--- src/rtl/uart_boot_loader.sv ---
// Boot loader: receives a framed program image over the UART byte stream,
// writes it to IMEM over Wishbone and releases the core once the checksum matches.
module uart_boot_loader #(
  parameter logic [31:0] IMEM_BASE   = 32'h0000_0000,
  parameter int          MAX_WORDS   = 128,
  parameter int          ACK_TIMEOUT = 255
) (
  input  logic        wb_clk_i,
  input  logic        wb_rst_i,
  input  logic        bypass_i,
  input  logic        rx_valid_i,
  input  logic [7:0]  rx_data_i,
  output logic [31:0] wbm_adr_o,
  output logic [31:0] wbm_dat_o,
  output logic [3:0]  wbm_sel_o,
  output logic        wbm_we_o,
  output logic        wbm_cyc_o,
  output logic        wbm_stb_o,
  input  logic        wbm_ack_i,
  output logic        core_reset_o,
  output logic        done_o,
  output logic [2:0]  err_code_o,
  output logic [15:0] words_loaded_o
);
  typedef enum logic [2:0] {IDLE, LEN0, LEN1, DATA, CSUM, DONE, ERROR} state_t;

  localparam logic [15:0] MAX_LEN = 16'(MAX_WORDS);
  localparam logic [15:0] TO_LAST = 16'(ACK_TIMEOUT - 1);

  state_t      state;
  logic [7:0]  len_lo;
  logic [15:0] len;
  logic [15:0] idx;
  logic [15:0] timer;
  logic [1:0]  bcnt;
  logic [23:0] asm_word;
  logic [7:0]  csum;
  logic [7:0]  skid;
  logic        skid_full;
  logic        pvalid;
  logic [7:0]  pbyte;
  logic [15:0] len_rx;

  assign wbm_stb_o = wbm_cyc_o;
  assign wbm_we_o  = wbm_cyc_o;
  assign wbm_sel_o = wbm_cyc_o ? 4'hF : 4'h0;
  assign len_rx    = {pbyte, len_lo};

  // Byte to consume this cycle: nothing while a write is in flight, skid first otherwise.
  always_comb begin
    pvalid = 1'b0;
    pbyte  = rx_data_i;
    if (!wbm_cyc_o) begin
      if (skid_full) begin
        pvalid = 1'b1;
        pbyte  = skid;
      end else begin
        pvalid = rx_valid_i;
      end
    end
  end

  always_ff @(posedge wb_clk_i or posedge wb_rst_i) begin
    if (wb_rst_i) begin
      state          <= IDLE;
      wbm_adr_o      <= 32'h0;
      wbm_dat_o      <= 32'h0;
      wbm_cyc_o      <= 1'b0;
      core_reset_o   <= 1'b1;
      done_o         <= 1'b0;
      err_code_o     <= 3'd0;
      words_loaded_o <= 16'd0;
      len_lo         <= 8'd0;
      len            <= 16'd0;
      idx            <= 16'd0;
      timer          <= 16'd0;
      bcnt           <= 2'd0;
      asm_word       <= 24'd0;
      csum           <= 8'd0;
      skid           <= 8'd0;
      skid_full      <= 1'b0;
    end else begin
      if (state == DATA || state == CSUM) begin
        if (wbm_cyc_o) begin
          if (rx_valid_i && !skid_full) begin
            skid      <= rx_data_i;
            skid_full <= 1'b1;
          end
        end else if (skid_full) begin
          skid      <= rx_data_i;
          skid_full <= rx_valid_i;
        end
      end

      if (wbm_cyc_o) begin
        if (wbm_ack_i) begin
          wbm_cyc_o      <= 1'b0;
          timer          <= 16'd0;
          words_loaded_o <= words_loaded_o + 16'd1;
        end else begin
          timer <= timer + 16'd1;
        end
      end

      case (state)
        IDLE: begin
          if (bypass_i) begin
            state        <= DONE;
            done_o       <= 1'b1;
            core_reset_o <= 1'b0;
          end else if (pvalid && pbyte == 8'hA5) begin
            state <= LEN0;
          end
        end
        LEN0: if (pvalid) begin
          len_lo <= pbyte;
          state  <= LEN1;
        end
        LEN1: if (pvalid) begin
          if (len_rx == 16'd0 || len_rx > MAX_LEN) begin
            state      <= ERROR;
            err_code_o <= 3'd1;
          end else begin
            len   <= len_rx;
            idx   <= 16'd0;
            bcnt  <= 2'd0;
            csum  <= 8'd0;
            state <= DATA;
          end
        end
        DATA: if (pvalid) begin
          csum     <= csum + pbyte;
          bcnt     <= bcnt + 2'd1;
          asm_word <= {pbyte, asm_word[23:8]};
          if (bcnt == 2'd3) begin
            wbm_adr_o <= IMEM_BASE + {14'b0, idx, 2'b00};
            wbm_dat_o <= {pbyte, asm_word};
            wbm_cyc_o <= 1'b1;
            timer     <= 16'd0;
            idx       <= idx + 16'd1;
            if (idx + 16'd1 == len) state <= CSUM;
          end
        end
        CSUM: if (pvalid) begin
          if (pbyte == csum) begin
            state        <= DONE;
            done_o       <= 1'b1;
            core_reset_o <= 1'b0;
          end else begin
            state      <= ERROR;
            err_code_o <= 3'd2;
          end
        end
        default: ;
      endcase

      // Bus-side faults override the byte path and abandon the cycle at once.
      if (wbm_cyc_o && !wbm_ack_i && timer == TO_LAST) begin
        state      <= ERROR;
        err_code_o <= 3'd4;
        wbm_cyc_o  <= 1'b0;
      end else if (wbm_cyc_o && rx_valid_i && skid_full) begin
        state      <= ERROR;
        err_code_o <= 3'd3;
        wbm_cyc_o  <= 1'b0;
      end
    end
  end
endmodule
--- config.mk ---
export PLATFORM = sky130hd
export DESIGN_NAME = uart_boot_loader
export DESIGN_NICKNAME = d
export VERILOG_FILES = /design/src/rtl/uart_boot_loader.sv
export SDC_FILE = /design/constraint.sdc
export NUM_CORES = 1
export LEC_CHECK = 0
export BUFFER_PORTS_ARGS = -buffer_cell sky130_fd_sc_hd__buf_4
export CAP_MARGIN = 40
export CORE_MARGIN = 8
export CORE_UTILIZATION = 40
export CTS_CLUSTER_SIZE = 14
export DETAILED_ROUTE_END_ITERATION = 8
export GPL_ROUTABILITY_DRIVEN = 0
export RECOVER_POWER = 50
export SYNTH_ARGS = -nofsm -noshare
export SYNTH_HDL_FRONTEND = slang
export SYNTH_SLANG_ARGS = --single-unit
export TNS_END_PERCENT = 100
--- constraint.sdc ---
create_clock -name wb_clk_i -period 11.5 [get_ports wb_clk_i]
set_clock_uncertainty 0.15 [all_clocks]
set_input_delay 0.575 -clock wb_clk_i [delete_from_list [all_inputs] [get_ports wb_clk_i]]
set_output_delay 0.575 -clock wb_clk_i [all_outputs]
set_load 0.05 [all_outputs]
-- Yosys cells after proc, flatten, opt, wreduce, memory -nomap -nowiden
Index checks and enable logic that the tools add are counted.
- add/sub/neg operators: 5
- magnitude comparators: 1
- eq/ne operators: 26
- multiplexer cells: 64
- bitwise logic cells: 1
- reduce and logical (&&, ||, !) cells: 29
- operators with widths (kind ; count):
    16-bit two-way mux ; 9
    8-bit two-way mux ; 8
    3-bit two-way mux ; 17
    16-bit by 1-bit adder with 16-bit output (second input constant) ; 3
    16-bit one-hot mux with 2 select lines ; 1
    1-bit two-way mux ; 18
    16-bit equality test ; 1
    16-bit by 8-bit equality test with 1-bit output (second input constant) ; 1
    16-bit by 8-bit > comparator with 1-bit output (second input constant) ; 1
    16-bit zero test ; 1
    8-bit one-hot mux with 2 select lines ; 1
    3-bit one-hot mux with 5 select lines ; 1
    4-bit by 2-bit != test with 1-bit output (second input constant) ; 3
    4-bit != test (second input constant) ; 3
    2-bit != test (second input constant) ; 5
    5-bit AND reduction ; 2
    3-bit AND reduction ; 3
    8-bit adder ; 1
    8-bit equality test ; 1
    8-bit equality test (second input constant) ; 1
    2-bit two-way mux ; 4
    4-bit by 1-bit != test with 1-bit output (second input constant) ; 2
    2-bit AND reduction ; 4
    4-bit AND reduction ; 2
    20 further kinds ; 33
- register bits after elaboration: 172
- input port bits: 13
- output and inout port bits: 92

-- Longest topological paths before layout
- depth after elaboration: 9
- gate-level depth with buffers: 14
- gate-level depth less buffers: 11

-- Worst setup path before layout
OpenSTA, ideal clock, no wires.
- kind: register -> register
- from: register wbm_cyc_o
- to: register err_code_o[1]
- library setup time: 0.082 ns
- arrival: 3.218 ns
- data required time: 11.268 ns
- setup slack: 8.050 ns
- cell stages (with the launch flop): 14
- path buffers: 2
- clock period less this slack: 3.450 ns
- cells stage by stage: dfrtp_1 -> nor2b_4 -> buf_6 -> buf_6 -> mux2i_1 -> inv_1 -> ha_1 -> or4_1 -> nor4_1 -> mux2_2 -> nor3b_1 -> o211ai_1 -> nand2_1 -> a31oi_1
- word-level cells in the longest chain between the ends: 5
- elaborated cells between the ends (all ways): 18
- classes of those cells: 1 x order compare; 5 x eq/ne; 4 x mux; 8 x reduce/logical
- RTL lines (item ; RTL line ; text):
    start: declaration ; 17 ; output logic wbm_cyc_o,
    start signal: assignment ; 68 ; wbm_cyc_o <= 1'b0;
    start signal: assignment ; 97 ; wbm_cyc_o <= 1'b0;
    start signal: assignment ; 138 ; wbm_cyc_o <= 1'b1;
    8-bit two-way mux * ; 53 ; if (!wbm_cyc_o) begin
    named net pbyte[2] ; 41 ; logic [7:0] pbyte;
    16-bit by 8-bit > comparator with 1-bit output or 16-bit zero test (tied branches) ; 120 ; if (len_rx == 16'd0 || len_rx > MAX_LEN) begin
    1-bit logical OR ; 120 ;
    4-bit != test (no line) ; - ;
    5-bit AND reduction (no line) * ; - ;
    end signal: assignment ; 122 ; err_code_o <= 3'd1;
    end signal: assignment ; 151 ; err_code_o <= 3'd2;
    end signal: assignment ; 160 ; err_code_o <= 3'd4;
    end: declaration ; 22 ; output logic [2:0] err_code_o,
Mark *: on every way through the listed nets, which the timed path passes. The rest lies on a longest branch.
A chain may end at the register's enable or synchronous reset.

==> results.py <==
metrics = {
    "outcome": {
        "status": "finished, violations left",
        "violations": "capacitance limit, slew limit",
    },
    "global_routing": {
        "grt_use_total": 0.145,
        "grt_pass1_wl_mm": 30.8,
        "antenna_found_initial": 0,
        "grt_pass1_vias": 5925,
        "grt-ovfl-total": 0,
        "grt_start_max_net_pins": 89,
    },
    "sta": {
        "setup_viol": 0,
        "max_freq_mhz": 164,
        "maxSlewHeadroom": -2.15,
        "rsz0062_at_grt": "no",
        "tns_ns": 0,
        "drv_slew": 147,
        "worst_pin_slew_ns": 4.73,
        "period_share": 0.531,
        "finalHoldViolCount": 0,
        "fin_crit_ns": 6.11,
    },
    "worst_setup_path": {
        "reg2reg_to": "err_code_o[1]",
        "required_ns": 10.76,
        "arrival_ns": 5.37,
        "path_buf_inv": 4,
        "crit_path_start_kind": "primary input",
        "reg2reg_from": "wbm_cyc_o",
        "cp_max_fo": 88,
        "cpMaxStageDelayCell": "clkbuf_1",
        "r2r_setup_slack_ns": 7.64,
        "path_class": "primary input to asynchronous set/reset pin",
        "ff2ff_path_depth": 11,
        "path_delay_family": "buffers and inverters",
        "path_cells": "dlygate4sd3_1, clkbuf_4, clkinvlp_2, clkbuf_1",
        "crit_path_end_kind": "asynchronous set/reset pin",
        "cp_slowest_stage_delay_ns": 3.36,
    },
    "min_path": {
        "min-delay-start": "rx_data_i[4]",
        "min_to": "skid[4]",
        "hold_class": "primary input to flop",
        "whs_path_depth": 2,
    },
    "finish": {
        "drive_gt1_frac": 0.117,
        "fillers": 2009,
        "multi_input_area_mm2": 0.00355,
        "finish.utilization": 0.462,
        "insertedDiodeCount": 0,
        "final-seq-area_mm2": 0.00431,
        "finalNetCount": 919,
        "area_growth_pct": 13.8,
    },
    "logic_synthesis": {
        "synth.avg_cell_area_um2": 9.97,
        "synth_common_cells": "dfrtp_1, nand2_1, nor2_1",
        "synth_area_leaders": "dfrtp_1, nand2_1, mux2_2",
        "synth_xor_area_frac": 0.0609,
        "synth-adder-area-share": 0.0208,
        "synth_top_family_by_area": "simple AND/OR/NAND/NOR gates",
        "seq_area_frac_synth": 0.525,
        "synth_largest_area_cell": "dfrtp_1",
        "synth-compound-area-share": 0.0957,
        "synth_most_common_cell": "dfrtp_1",
        "synthArstFlopShare": 1.00,
        "synthMuxAreaShare": 0.0640,
        "dominantRegCellSynth": "dfrtp_1",
        "synthSimpleGateAreaFrac": 0.183,
        "syn-cell-area_mm2": 0.00820,
        "yosysWarnings": 0,
        "syn_inst": 822,
        "synth_cell_types": 62,
        "ys_ff_latch": 172,
        "synth_top_area_share": 0.522,
        "synth_edf_count": 0,
    },
    "job": {
        "cap_viol_max_count": 2,
    },
    "floorplan": {
        "pin_count": 105,
        "rows": 52,
        "start_util": 0.406,
        "core_area_mm2": 0.0202,
        "dieWidth_um": 159,
        "die_h_um": 159,
        "die_area_mm2": 0.0253,
    },
    "place": {
        "dp_hpwl_mm": 12.4,
        "port_buffers": 88,
    },
    "detailed_routing": {
        "ant_nets": 0,
        "drt_first_pass_iters": 4,
        "drtIter0Drc": 410,
        "via_per_inst": 5.01,
        "vias": 5897,
        "drc": 0,
        "finalWirelength_mm": 18.1,
        "routedWlPerCell_um": 15.4,
    },
    "clock_tree": {
        "clk_pin_slew_ns": 0.07,
        "cts_buffer_depth": 2,
        "worstSkewPairLatency_ns": 0.42,
        "cts_buffers": 17,
        "cts_tree": "built",
        "root_buffer": "clkbuf_16",
        "numClockSinks": 172,
        "htree_levels": 4,
    },
    "pwr": {
        "power_density_mw_per_mm2": 137,
        "p_leak_nw": 4.34,
        "ir_worst_vdd_v": 0.0000978,
    },
}
==> area by class of cell <==
class | instances | share of cell area
Sequential cell | 172 | 0.462
Multi-Input combinational cell | 586 | 0.381
Timing Repair Buffer | 97 | 0.0498
Clock buffer | 17 | 0.0456
Tap cell | 270 | 0.0362
Clock inverter | 15 | 0.0183
Inverter | 19 | 0.00778
==> worst max path at each step <==
stage | start | depth (start not counted) | endpoint | slack (ns)
floorplan | wb_rst_i | 1 | asm_word[0] | 6.12
global placement | wbm_cyc_o | 11 | err_code_o[1] | 7.75
detailed placement | wbm_cyc_o | 11 | err_code_o[1] | 7.61
CTS | wbm_cyc_o | 11 | err_code_o[1] | 7.63
global route | wb_rst_i | 4 | csum[3] | 4.26
finish | wb_rst_i | 4 | csum[3] | 5.39
==> routing by layer <==
metal / GRT usage / wire (um) / vias up
met5: 0 / 0 / -
met4: 0.0364 / 159 / 0
met3: 0.0359 / 744 / 12
met2: 0.229 / 8330 / 110
met1: 0.197 / 8900 / 2861
li1: - / - / 2914
==> sequential cells by signal (all words and copies together), names as in the netlist, 2 cells and up <==
register        cells
bcnt                2
idx                16
len_lo              8
words_loaded_o     16
timer              16
wbm_adr_o          16
state               3
err_code_o          3
csum                8
len                16
asm_word           24
skid                8
wbm_dat_o          32
==> metrics by stage <==
| stage | power [mW] | instances | cell area, um^2 | setup slack, ns | hold slack, ns |
|---|---|---|---|---|---|
| 2_1_floorplan | 0.693 | 837 | 8250 | 6.12 | 0.285 |
| 3_3_place_gp | 0.711 | 1141 | 8970 | 7.75 | 0.306 |
| 3_5_place_dp | 0.712 | 1143 | 9010 | 7.61 | 0.307 |
| 4_1_cts | 1.29 | 1176 | 9610 | 7.63 | 0.239 |
| 5_1_grt | 1.32 | 1176 | 9320 | 4.26 | 0.244 |
| 6_report | 1.27 | 1176 | 9320 | 5.39 | 0.259 |
==> cells by family after synthesis <==
| family | count (synthesis) |
|---|---|
| simple gates | 329 |
| buf+inv | 79 |
| other cells | 1 |
| flops | 172 |
| fa+ha+maj | 13 |
| mux | 47 |
| xor+xnor | 57 |
| compound gates | 124 |
==> power breakdown <==
group          leakage (nW)  switching [mW]  internal (mW)
clock network         0.291           0.269          0.310
logic                  1.75          0.0582         0.0186
registers              2.30         0.00786          0.610
==> placed cells by master (no fill, tap or decap), types with 5 or more instances in the layout <==
cell type | netlist | layout
a21oi_1 | 26 | 26
a22o_1 | 10 | 10
a31oi_1 | 7 | 7
and3_1 | 11 | 11
buf_4 | 23 | 24
clkbuf_1 | 30 | 71
clkbuf_16 | 0 | 17
conb_1 | 1 | 16
dfrtp_1 | 171 | 171
ha_1 | 12 | 12
inv_1 | 19 | 18
inv_6 | 0 | 5
mux2_2 | 35 | 35
mux2i_1 | 8 | 8
nand2_1 | 161 | 160
nand3_1 | 20 | 20
nand4_1 | 10 | 10
nor2_1 | 68 | 67
nor2b_1 | 11 | 11
nor3_1 | 8 | 8
nor4_1 | 10 | 10
o21ai_0 | 38 | 38
o21ai_1 | 5 | 5
o31ai_1 | 7 | 7
or3_1 | 5 | 5
xnor2_1 | 39 | 39
xor2_1 | 18 | 18
==> worst reg2reg max path, delay by kind of cell (launching register included) <==
| kind | cells | cell delay [ns] |
|---|---|---|
| adders and majority gates | 1 | 0.31 |
| and+or+nand+nor | 5 | 1.44 |
| DFF | 1 | 0.66 |
| buffers and inverters | 1 | 0.14 |
| AOI/OAI and AO/OA | 2 | 0.41 |
| muxes | 2 | 0.68 |
==> timing repair <==
item                      in CTS  in global routing
hold buffers                   1                  0
setup buffers                  0                  0
hold endpoints to repair      27                  0
gates resized for setup        0                  0
Note: power is estimated with default switching activity, not from simulation.
